<file path="config.mk">
export PLATFORM = sky130hd
export DESIGN_NAME = seq_pattern_tx
export DESIGN_NICKNAME = d
export VERILOG_FILES = /design/src/rtl/seq_tx_pkg.sv /design/src/rtl/seq_down_counter.sv /design/src/rtl/seq_pattern_tx.sv
export SDC_FILE = /design/constraint.sdc
export NUM_CORES = 1
export LEC_CHECK = 0
export CAP_MARGIN = 40
export CORE_MARGIN = 1
export CORE_UTILIZATION = 45
export DETAILED_ROUTE_END_ITERATION = 10
export PLACE_DENSITY = 0.73
export SLEW_MARGIN = 20
export SYNTH_ARGS = -nofsm -noshare
export SYNTH_HDL_FRONTEND = slang
export SYNTH_SLANG_ARGS = --single-unit
</file>
<file path="constraint.sdc">
create_clock -name clk -period 1.8 [get_ports clk]
set_input_delay 0.36 -clock clk [delete_from_list [all_inputs] [get_ports clk]]
set_output_delay 0.36 -clock clk [all_outputs]
set_load 0.02 [all_outputs]
</file>
<file path="src/rtl/seq_tx_pkg.sv">
// Shared types and constants for the serial pattern transmitter and its benches.
package seq_tx_pkg;

   typedef enum logic [1:0] {
      IDLE  = 2'd0,
      SHIFT = 2'd1,
      GAP   = 2'd2,
      DONE  = 2'd3
   } state_t;

   // Default stimulus pattern for the 1101 sequence detector path.
   localparam logic [3:0] DEFAULT_PAT = 4'b1101;

endpackage

</file>
<file path="src/rtl/seq_down_counter.sv">
// Loadable down-counter with enable and zero flag; load takes priority over enable.
module seq_down_counter #(
   parameter int W = 4
) (
   input  logic         clk,
   input  logic         rst,
   input  logic         load,
   input  logic         en,
   input  logic [W-1:0] load_val,
   output logic [W-1:0] q,
   output logic         zero
);

   // NOTE: state registers use non-blocking assignments so every flop samples pre-edge values.
   always_ff @(posedge clk or negedge rst) begin
      if (!rst)      q <= '0;
      else if (load) q <= load_val;
      else if (en)   q <= q - 1'b1;
   end

   assign zero = (q == '0);

endmodule

</file>
<file path="src/rtl/seq_pattern_tx.sv">
// Serial pattern transmitter: MSB-first shift-out with repeats and zero gaps.
// Define SEQ_TX_ASSERT_EN to enable FSM legality assertions.
module seq_pattern_tx
   import seq_tx_pkg::*;
#(
   parameter int PAT_W = 4,
   parameter int CNT_W = 8,
   parameter int GAP_W = 4
) (
   input  logic             clk,
   input  logic             rst,
   input  logic             start_valid,
   output logic             start_ready,
   input  logic [PAT_W-1:0] pattern,
   input  logic [CNT_W-1:0] repeat_cnt,
   input  logic [GAP_W-1:0] gap_len,
   input  logic             abort,
   output logic             sout,
   output logic             sout_valid,
   output logic             frame_last,
   output logic             done,
   output logic             busy
);

   localparam int                 IDX_W   = $clog2(PAT_W);
   localparam logic [IDX_W-1:0]   IDX_MAX = IDX_W'(PAT_W - 1);

   state_t             state;
   logic [PAT_W-1:0]   pat_reg;
   logic [GAP_W-1:0]   gap_reg;
   logic [IDX_W-1:0]   bit_idx, bit_dec;
   logic [CNT_W-1:0]   rep_left;
   logic [GAP_W-1:0]   gap_cnt;
   logic               bit_zero, rep_zero, gap_zero;
   logic               hs, run, pat_end, last_rep, gap_one;
   logic               bit_load, bit_en, rep_en, gap_load, gap_en;

   // abort only steers the busy states; in IDLE it is ignored.
   assign hs       = (state == IDLE) && start_valid;
   assign run      = !abort;
   assign last_rep = (rep_left == CNT_W'(1));
   assign gap_one  = (gap_cnt == GAP_W'(1));
   assign pat_end  = (state == SHIFT) && bit_zero && run;
   assign bit_dec  = bit_idx - 1'b1;

   assign bit_load = (hs && repeat_cnt != '0)
                   || (pat_end && !last_rep && gap_reg == '0)
                   || ((state == GAP) && run && gap_one);
   assign bit_en   = (state == SHIFT) && run && !bit_zero;
   assign rep_en   = pat_end && !last_rep && !rep_zero;
   assign gap_load = pat_end && !last_rep && gap_reg != '0;
   assign gap_en   = (state == GAP) && run && !gap_zero;

   seq_down_counter #(.W(IDX_W)) u_bit_cnt (
      .clk(clk), .rst(rst), .load(bit_load), .en(bit_en),
      .load_val(IDX_MAX), .q(bit_idx), .zero(bit_zero)
   );

   seq_down_counter #(.W(CNT_W)) u_rep_cnt (
      .clk(clk), .rst(rst), .load(hs), .en(rep_en),
      .load_val(repeat_cnt), .q(rep_left), .zero(rep_zero)
   );

   seq_down_counter #(.W(GAP_W)) u_gap_cnt (
      .clk(clk), .rst(rst), .load(gap_load), .en(gap_en),
      .load_val(gap_reg), .q(gap_cnt), .zero(gap_zero)
   );

   // Outputs are registered: each branch sets what the next cycle must show.
   always_ff @(posedge clk or negedge rst) begin
      if (!rst) begin
         state       <= IDLE;
         pat_reg     <= '0;
         gap_reg     <= '0;
         start_ready <= 1'b1;
         sout        <= 1'b0;
         sout_valid  <= 1'b0;
         frame_last  <= 1'b0;
         done        <= 1'b0;
         busy        <= 1'b0;
      end else begin
         sout       <= 1'b0;
         sout_valid <= 1'b0;
         frame_last <= 1'b0;
         done       <= 1'b0;
         if (state != IDLE && abort) begin
            state       <= IDLE;
            start_ready <= 1'b1;
            busy        <= 1'b0;
         end else begin
            case (state)
               IDLE: if (start_valid) begin
                  pat_reg     <= pattern;
                  gap_reg     <= gap_len;
                  start_ready <= 1'b0;
                  busy        <= 1'b1;
                  if (repeat_cnt == '0) begin
                     state <= DONE;
                     done  <= 1'b1;
                  end else begin
                     state      <= SHIFT;
                     sout       <= pattern[PAT_W-1];
                     sout_valid <= 1'b1;
                  end
               end
               SHIFT: begin
                  if (!bit_zero) begin
                     sout       <= pat_reg[bit_dec];
                     sout_valid <= 1'b1;
                     frame_last <= last_rep && (bit_dec == '0);
                  end else if (last_rep) begin
                     state <= DONE;
                     done  <= 1'b1;
                  end else if (gap_reg == '0) begin
                     sout       <= pat_reg[PAT_W-1];
                     sout_valid <= 1'b1;
                  end else begin
                     state <= GAP;
                  end
               end
               GAP: if (gap_one) begin
                  state      <= SHIFT;
                  sout       <= pat_reg[PAT_W-1];
                  sout_valid <= 1'b1;
               end
               DONE: begin
                  state       <= IDLE;
                  start_ready <= 1'b1;
                  busy        <= 1'b0;
               end
            endcase
         end
      end
   end

`ifdef SEQ_TX_ASSERT_EN
   state_t prev_state;

   function automatic logic legal_step(state_t from, state_t to);
      case (from)
         IDLE:    return to != GAP;
         SHIFT:   return 1'b1;
         GAP:     return to != DONE;
         DONE:    return to == IDLE;
         default: return 1'b0;
      endcase
   endfunction

   always_ff @(posedge clk or negedge rst) begin
      if (!rst) prev_state <= IDLE;
      else      prev_state <= state;
   end

   always @(posedge clk) begin
      if (rst) begin
         assert (legal_step(prev_state, state))
            else $error("illegal transition: current=%s next=%s", prev_state.name(), state.name());
         assert (int'(bit_idx) < PAT_W)
            else $error("bit_idx out of range: current=%s next=%s", prev_state.name(), state.name());
         assert (!sout_valid || state == SHIFT)
            else $error("sout_valid outside SHIFT: current=%s next=%s", prev_state.name(), state.name());
      end
   end
`endif

endmodule
</file>
==> results of run 1 <==
[routing by layer]
| layer | GRT usage (%) | vias to the layer above | part of all wire, % |
|---|---|---|---|
| li1 | - | 839 | - |
| met4 | 10.9 | 0 | 2.6 |
| met2 | 37.0 | 72 | 46 |
| met1 | 31.4 | 831 | 45 |
| met3 | 6.08 | 14 | 6.5 |
| met5 | 0 | - | 0 |
[placed cells by master (no fill, tap or decap), types with 3 or more instances in the layout]
| cell | synthesis | layout |
|---|---|---|
| buf_4 | 0 | 39 |
| nand2_1 | 37 | 37 |
| dfrtp_1 | 29 | 29 |
| clkdlybuf4s50_1 | 0 | 25 |
| inv_1 | 14 | 13 |
| nor2_1 | 13 | 11 |
| nand3_1 | 7 | 7 |
| nor3_1 | 7 | 7 |
| ha_1 | 10 | 7 |
| a21oi_1 | 6 | 6 |
| o21ai_0 | 7 | 6 |
| clkbuf_8 | 0 | 6 |
| mux2i_1 | 5 | 5 |
| nor4_1 | 3 | 3 |
| o21a_1 | 3 | 3 |
| nor2b_1 | 4 | 3 |
| xnor2_1 | 4 | 3 |
| xor2_1 | 3 | 3 |
| ha_2 | 0 | 3 |
[kinds of logic after synthesis]
logic type,count (synthesis),synth area share (%)
buffers and inverters,21,4.51
XOR/XNOR,7,3.40
AO/OA/AOI/OAI,37,14.6
adder cells (fa/ha/maj),10,6.94
flip-flops,30,41.7
AND/OR/NAND/NOR,88,23.5
multiplexers,8,5.27
[how the worst min path moves through the flow]
stage                                 from                         end  slack (ps)
floorplan                              rst            busy$_DFFE_PN0P_          60
global placement    pat_reg[1]$_DFFE_PN0P_      pat_reg[1]$_DFFE_PN0P_         460
detailed placement  pat_reg[1]$_DFFE_PN0P_      pat_reg[1]$_DFFE_PN0P_         460
CTS                                    rst  u_rep_cnt.q[0]$_DFFE_PN0P_         470
global route                           rst  u_rep_cnt.q[0]$_DFFE_PN0P_         500
finish                                 rst  u_rep_cnt.q[0]$_DFFE_PN0P_         460
[power breakdown]
part           internal, mW  switching (mW)  total [mW]  leakage (nW)
registers             0.976           0.202        1.18         0.364
clock network         0.308           0.244       0.551        0.0482
logic                  1.11            1.12        2.22         0.745
total                  2.39            1.56        3.95          1.16
[cell type report]
type / count / area [um2] / area share, %
Multi-Input combinational cell: 150 / 1080 / 41.8
Sequential cell: 30 / 752 / 29.0
Timing Repair Buffer: 65 / 554 / 21.4
Clock buffer: 7 / 86.3 / 3.33
Tap cell: 48 / 60.1 / 2.31
Inverter: 14 / 52.6 / 2.03
Clock inverter: 1 / 5.00 / 0.193
[timing repair]
action,4_1_cts,5_1_grt
resized for setup,5,20
endpoints found under the setup margin,9,15
hold endpoints to repair,0,0
pin swaps,3,4
setup buffers,3,1
[worst max-delay path: cells and delay by family (launching register included)]
family,cells,cell delay [ps]
flops,1,390
compound gates,1,360
simple gates,1,550
mux,2,410
==> results.cfg, run 1 <==
[pwr]
leakage_nw = 1.16
total_power_mw = 3.95
power_density_mw_per_mm2 = 1520
max-vdd-ir-drop_mv = 0.914

[critical_path]
cp-start-kind = register
worstPathArrival_ps = 1990
reg2reg_slack_ps = -20
crit_end = u_rep_cnt.q[1]$_DFFE_PN0P_
r2r-start = u_rep_cnt.q[4]$_DFFE_PN0P_
slowest_stage = or4_4
worstPathCellList = or4_4 -> o31a_1 -> mux2i_1 -> mux2_4
critPathKind = register to register
startpoint = u_rep_cnt.q[4]$_DFFE_PN0P_
critPathRequiredTime_ps = 1970
crit_path_max_incr_delay_ps = 550
endpoint_kind = register
path_max_fanout = 3
ff2ff_path_depth = 4
r2r_end = u_rep_cnt.q[1]$_DFFE_PN0P_

[clock_network]
numCtsBuffers = 5
cts_tree = yes
h-tree-depth = 2
ctsHoldBuffers = 0
clk_path_buf_depth = 2
cts.clk_slew.worst_paths_ps = 60
clock_sinks = 30
ctsRootBufferMaster = clkbuf_8
clock_latency_ps = 280

[timing]
period_share_pct = 101
tightestPinTransition_ps = 366
slew_headroom_pct = 75.4
fin_setup_tns_ps = -27.5
final_hold_viol_count = 0
fin_hold_ws_ps = 459
min_period_ps = 1820
slew_viol_final = 0
setup_ws_ps = -24.7
timing.fmax_mhz = 548
rsz0062_at_grt = yes
fin_skew_ps = 3.69
setup_viol = 2

[global_routing]
gr-total-overflow = 0
grt_usage_pct = 23.9
grt_pass1_wl_mm = 7.54
grt_max_degree = 31
grt_pass1_vias = 1680
antenna_found_initial = 0

[routing]
drt-total-wl_mm = 4.50
drc = 0
vias_per_cell = 5.57
via_count = 1756
drtIter0Drc = 155
wl_per_cell_um = 14.3
dr.pass1.iters = 4
postRouteAntennaNets = 0

[synthesis]
ys_top_cells_by_area = dfrtp_1, nand2_1, ha_1
synth_area_mm2 = 0.00180
yosysSeqAreaShare_pct = 41.7
syn_nets = 231
syn_inst = 201
synth_common_cells = nand2_1, dfrtp_1, inv_1, nor2_1, ha_1
yosysMostFrequentCell = nand2_1
synth_top_area_share_pct = 40.2
dominantRegCellSynth = dfrtp_1
ys_seq_elements = 30
synth_cell_types = 46
synth-edff-count = 0
ys_warn_count = 0
synth.avg_cell_area_um2 = 8.97
synth-async-reset-ratio_pct = 100
synth_top_area_cell = dfrtp_1

[place]
dp_hpwl_mm = 3.23
dpl-instance-area_mm2 = 0.00236
gp_congestion = 0.928
portBuffers = 25
pre_cts_ws_ps = -214
dp_cells = 303

[finish]
regMostFlops = u_rep_cnt.q
fillers = 317
fin_area_mm2 = 0.00259
drive_gt1_share_pct = 28.8
fin_util_pct = 69.3
final_cells = 315
area_growth_pct = 43.9
largest_reg_flops = 8
n_antenna_cell = 0
fin_nets = 296

[floorplanning]
die_y_um = 65.3
std_cell_rows = 22
die_w_um = 65.3
core-area_mm2 = 0.00374
pin_count = 26
die_area_mm2 = 0.00426
start_util_pct = 48.2

[run_status]
violations = setup timing
status = complete, but fails checks

[flow_run]
maxCapViolations = 0

[hold_path]
hold_path_class = input port to asynchronous set/reset pin
No activity file was read; power rests on OpenSTA's default activity.
==> inputs of run 2 (changes only) <==
--- a/config.mk
+++ b/config.mk
@@ -6,10 +6,11 @@
 export NUM_CORES = 1
 export LEC_CHECK = 0
 export CAP_MARGIN = 40
-export CORE_MARGIN = 1
+export CORE_MARGIN = 4
 export CORE_UTILIZATION = 45
 export DETAILED_ROUTE_END_ITERATION = 10
-export PLACE_DENSITY = 0.73
+export MAX_ROUTING_LAYER = met4
+export PLACE_DENSITY = 0.7
 export SLEW_MARGIN = 20
 export SYNTH_ARGS = -nofsm -noshare
 export SYNTH_HDL_FRONTEND = slang
==> constraint.sdc (replaced) <==
create_clock -name clk -period 2 [get_ports clk]
set_input_delay 0.4 -clock clk [delete_from_list [all_inputs] [get_ports clk]]
set_output_delay 0.4 -clock clk [all_outputs]
set_load 0.02 [all_outputs]
==> run 2 against run 1 <==
The run now ends clean. Die area is 19% higher. Clock-buffer cell count is 1 lower. Sequential power is 6% lower. Routed wire length is 6.4% lower. Clock skew is 8.9 ps higher. Via count is 8.7% lower. First-iteration DRC count is 25% lower. Core utilization is 7.9 points lower. Highest routed layer unchanged.
==> results.cfg, run 2 (same netlist as run 1, synthesis figures left out) <==
[routing]
postRouteAntennaNets = 0
drt-total-wl_mm = 4.21
vias_per_cell = 5.47
drtIter0Drc = 116
via_count = 1604
drc = 0
dr.pass1.iters = 4
wl_per_cell_um = 14.4

[clock_network]
clock_sinks = 30
clk_path_buf_depth = 2
numCtsBuffers = 5
cts.clk_slew.worst_paths_ps = 70
clock_latency_ps = 290
cts_tree = yes
ctsRootBufferMaster = clkbuf_8
h-tree-depth = 2

[timing]
fin_setup_tns_ps = 0
setup_ws_ps = 30.0
slew_viol_final = 0
setup_viol = 0
min_period_ps = 1970
timing.fmax_mhz = 508
slew_headroom_pct = 73.1
period_share_pct = 98.5
final_hold_viol_count = 0
rsz0062_at_grt = no
tightestPinTransition_ps = 399
fin_skew_ps = 12.6

[floorplanning]
die_w_um = 71.3
std_cell_rows = 22
core-area_mm2 = 0.00377
die_y_um = 71.3
start_util_pct = 47.8
pin_count = 26
die_area_mm2 = 0.00508

[finish]
largest_reg_flops = 8
drive_gt1_share_pct = 15.1
layout_commonest_cell = nand2_1
mostFrequentLayoutCells = nand2_1, dfrtp_1, clkdlybuf4s50_1
regMostFlops = u_rep_cnt.q
area_growth_pct = 28.5
fin_nets = 274
fin_area_mm2 = 0.00232
fillers = 342
n_antenna_cell = 0

[hold_path]
holdPathStages = 2
worst_hold_startpoint = pat_reg[0]$_DFFE_PN0P_
hold_end = pat_reg[0]$_DFFE_PN0P_
hold_path_class = register to register

[place]
pre_cts_ws_ps = 32.8
gp_congestion = 0.945
portBuffers = 25
dp_hpwl_mm = 3.22
dpl-instance-area_mm2 = 0.00222

[global_routing]
grt_use_met2_pct = 30.2
grtUsageMet1_pct = 21.0
gr-max-usage-layer = met2
grt_pass1_wl_mm = 6.98
gr-total-overflow = 0
grt_use_met3_pct = 4.35
grt_usage_pct = 18.0
antenna_found_initial = 0
grt_pass1_vias = 1561
grt_max_degree = 31

[critical_path]
critPathKind = register to register
cp-start-kind = register
reg2reg_slack_ps = 30
path_max_fanout = 7
critPathRequiredTime_ps = 2190
worstPathArrival_ps = 2160
ff2ff_path_depth = 5
startpoint = u_rep_cnt.q[4]$_DFFE_PN0P_
r2r_end = u_gap_cnt.q[1]$_DFFE_PN0P_
r2r-start = u_rep_cnt.q[4]$_DFFE_PN0P_
endpoint_kind = register

[pwr]
total_power_mw = 3.13
power_density_mw_per_mm2 = 1350
max-vdd-ir-drop_mv = 0.581
leakage_nw = 1.02

[run_status]
status = complete, no violations

[flow_run]
maxCapViolations = 0
==> run 2: layout make-up <==
type	count	area, um2	share of cell area [%]
clock buffers	6	82.6	3.56
repair buffers	43	385	16.6
inverters	14	52.6	2.27
clock inverters	2	12.5	0.540
well taps	48	60.1	2.59
multi-input cells	150	972	42.0
flip-flops and latches	30	752	32.5
==> run 2: worst max-delay path by stage <==
stage / depth (start not counted) / slack (ps) / endpoint
global placement: 5 / 80 / u_bit_cnt.q[1]$_DFFE_PN0P_
CTS: 5 / 50 / u_gap_cnt.q[1]$_DFFE_PN0P_
floorplan: 5 / 140 / u_rep_cnt.q[1]$_DFFE_PN0P_
finish: 5 / 30 / u_gap_cnt.q[1]$_DFFE_PN0P_
global route: 5 / 0.1 / u_gap_cnt.q[1]$_DFFE_PN0P_
detailed placement: 5 / 30 / u_bit_cnt.q[1]$_DFFE_PN0P_
==> run 2: repair_timing <==
| item | in CTS | in global routing |
|---|---|---|
| endpoints found under the setup margin | 0 | 2 |
| setup buffers | 0 | 0 |
| hold buffers | 0 | 0 |
| gates resized for setup | 0 | 1 |
==> run 2: per-layer routing <==
metal  vias to the layer above  wire, um
li1                        790         -
met1                       763      1860
met2                        46      2060
met3                         5       222
met4                         0        63
met5                         -         0
==> run 2: per-stage QoR <==
stage	std cells	utilization, %	hold slack, ps
5_1_grt	293	61.4	514
2_1_floorplan	201	-	104
3_5_place_dp	285	58.9	470
3_3_place_gp	285	58.9	460
6_report	293	61.4	482
4_1_cts	293	61.4	489
==> run 2: power breakdown <==
part	total (mW)	leakage, nW	switching (mW)	internal (mW)
Clock	0.519	0.0472	0.243	0.276
Combinational	1.50	0.613	0.787	0.712
Sequential	1.11	0.364	0.230	0.878
==> run 2: critical path, stage by stage, from the launching register on <==
cell and delay (ps):
dfrtp_1 420, or4_1 600, buf_4 190, o211a_4 270
nor2b_1 140, a311oi_1 250
==> inputs of run 3 (changes only) <==
--- a/config.mk
+++ b/config.mk
@@ -6,12 +6,11 @@
 export NUM_CORES = 1
 export LEC_CHECK = 0
 export CAP_MARGIN = 40
-export CORE_MARGIN = 4
+export CORE_MARGIN = 1.5
 export CORE_UTILIZATION = 45
 export DETAILED_ROUTE_END_ITERATION = 10
 export MAX_ROUTING_LAYER = met4
 export PLACE_DENSITY = 0.7
-export SLEW_MARGIN = 20
 export SYNTH_ARGS = -nofsm -noshare
 export SYNTH_HDL_FRONTEND = slang
 export SYNTH_SLANG_ARGS = --single-unit
==> run 3 against run 2 <==
Clock power grew 48%. Die area decreased by 14%. Non-clock buffer count did not move. Critical endpoint unchanged.
==> results.cfg, run 3 (same netlist as run 1, synthesis figures left out) <==
[critical_path]
cp-start-kind = register
critPathKind = register to register
critPathRequiredTime_ps = 2190
path_max_fanout = 7
crit_end = u_gap_cnt.q[1]$_DFFE_PN0P_
reg2reg_slack_ps = 50
worstPathArrival_ps = 2140
ff2ff_path_depth = 5
r2r_end = u_gap_cnt.q[1]$_DFFE_PN0P_
endpoint_kind = register
startpoint = u_rep_cnt.q[4]$_DFFE_PN0P_
r2r-start = u_rep_cnt.q[4]$_DFFE_PN0P_

[timing]
fin_skew_ps = 8.15
setup_viol = 0
rsz0062_at_grt = yes
fin_setup_tns_ps = 0
min_period_ps = 1950
period_share_pct = 97.7
tightestPinTransition_ps = 462
slew_viol_final = 0
timing.fmax_mhz = 512
slew_headroom_pct = 69.1
fin_hold_ws_ps = 484
final_hold_viol_count = 0

[floorplanning]
core-area_mm2 = 0.00374
die_w_um = 66.3
pin_count = 26
die_y_um = 66.3
std_cell_rows = 22
die_area_mm2 = 0.00440
start_util_pct = 48.2

[hold_path]
worst_hold_startpoint = pat_reg[0]$_DFFE_PN0P_
hold_path_class = register to register

[finish]
mostFrequentLayoutCells = nand2_1, dfrtp_1, clkdlybuf4s50_1
area_growth_pct = 31.2
regMostFlops = u_rep_cnt.q
fin_util_pct = 63.2
fillers = 358
final_cells = 293
layout_commonest_cell = nand2_1
fin_nets = 274
largest_reg_flops = 8
n_antenna_cell = 0
drive_gt1_share_pct = 14.7

[routing]
drc = 0
postRouteAntennaNets = 0
via_count = 1621
dr.pass1.iters = 4
vias_per_cell = 5.53
drt-total-wl_mm = 4.27
drtIter0Drc = 114
wl_per_cell_um = 14.6

[global_routing]
grt_usage_pct = 23.3
grtUsageMet1_pct = 28.6
gr-max-usage-layer = met2
grt_pass1_wl_mm = 7.47
antenna_found_initial = 0
grt_use_met3_pct = 5.96
grt_use_met2_pct = 38.4
gr-total-overflow = 0
grt_max_degree = 31
grt_pass1_vias = 1661

[place]
dp_hpwl_mm = 3.16
gp_congestion = 0.956
dp_cells = 285
portBuffers = 25

[clock_network]
h-tree-depth = 2
ctsRootBufferMaster = clkbuf_8
clk_path_buf_depth = 2
cts.clk_slew.worst_paths_ps = 70
clock_sinks = 30
cts_tree = yes
clock_latency_ps = 280
numCtsBuffers = 5

[pwr]
total_power_mw = 3.41
power_density_mw_per_mm2 = 1440
max-vdd-ir-drop_mv = 0.735
leakage_nw = 1.05

[flow_run]
maxCapViolations = 0

[run_status]
status = complete, no violations
run 3: cell types whose count changed in the layout (fill, tap and decap cells not counted):
| cell | previous run | this run |
|---|---|---|
| ha_1 | 9 | 10 |
| ha_2 | 1 | 0 |
| clkinvlp_4 | 1 | 0 |
| or3b_2 | 3 | 2 |
| or3b_4 | 0 | 1 |
| clkinv_2 | 1 | 0 |
| bufinv_16 | 0 | 2 |
run 3: worst min path at each step:
stage	to	slack, ps	cells after the start
floorplan	busy$_DFFE_PN0P_	100	0
global placement	pat_reg[0]$_DFFE_PN0P_	460	2
detailed placement	pat_reg[0]$_DFFE_PN0P_	470	2
CTS	pat_reg[0]$_DFFE_PN0P_	480	2
global route	pat_reg[0]$_DFFE_PN0P_	510	2
finish	pat_reg[0]$_DFFE_PN0P_	480	2
run 3: layout make-up:
cell class / instances / area (um2) / share of cell area (%)
multi-input cells: 150 / 972 / 41.1
flip-flops and latches: 30 / 752 / 31.8
repair buffers: 43 / 385 / 16.3
clock buffers: 6 / 82.6 / 3.49
clock inverters: 2 / 60.1 / 2.54
well taps: 48 / 60.1 / 2.54
inverters: 14 / 52.6 / 2.22
run 3: report_power, final:
group | total, mW | internal, mW | switching [mW]
combinational | 1.55 | 0.723 | 0.823
sequential | 1.10 | 0.878 | 0.221
clock | 0.768 | 0.531 | 0.237
total | 3.41 | 2.13 | 1.28
run 3: metrics by stage:
stage / setup WS [ps] / cell area [um2]
5_1_grt: -60.9 / 2360
2_1_floorplan: 142 / 1800
3_5_place_dp: -77.8 / 2220
6_report: 46.0 / 2360
3_3_place_gp: -54.8 / 2220
4_1_cts: 60.3 / 2360
run 3: what timing repair did:
| item | CTS | global route |
|---|---|---|
| hold buffers | 0 | 0 |
| setup endpoints to repair | 0 | 3 |
| setup buffers | 0 | 0 |
| gates resized for setup | 0 | 1 |
run 3: layer usage:
metal	wire length [um]	part of all wire (%)
met4	43	1.0
met3	217	5.1
met2	2050	48
met1	1960	46
met5	0	0
run 3: critical path, stage by stage, from the launching register on:
cell      delay [ps]
dfrtp_1          430
or4_1            610
buf_4            190
o211a_4          270
nor2b_1          130
a311oi_1         230
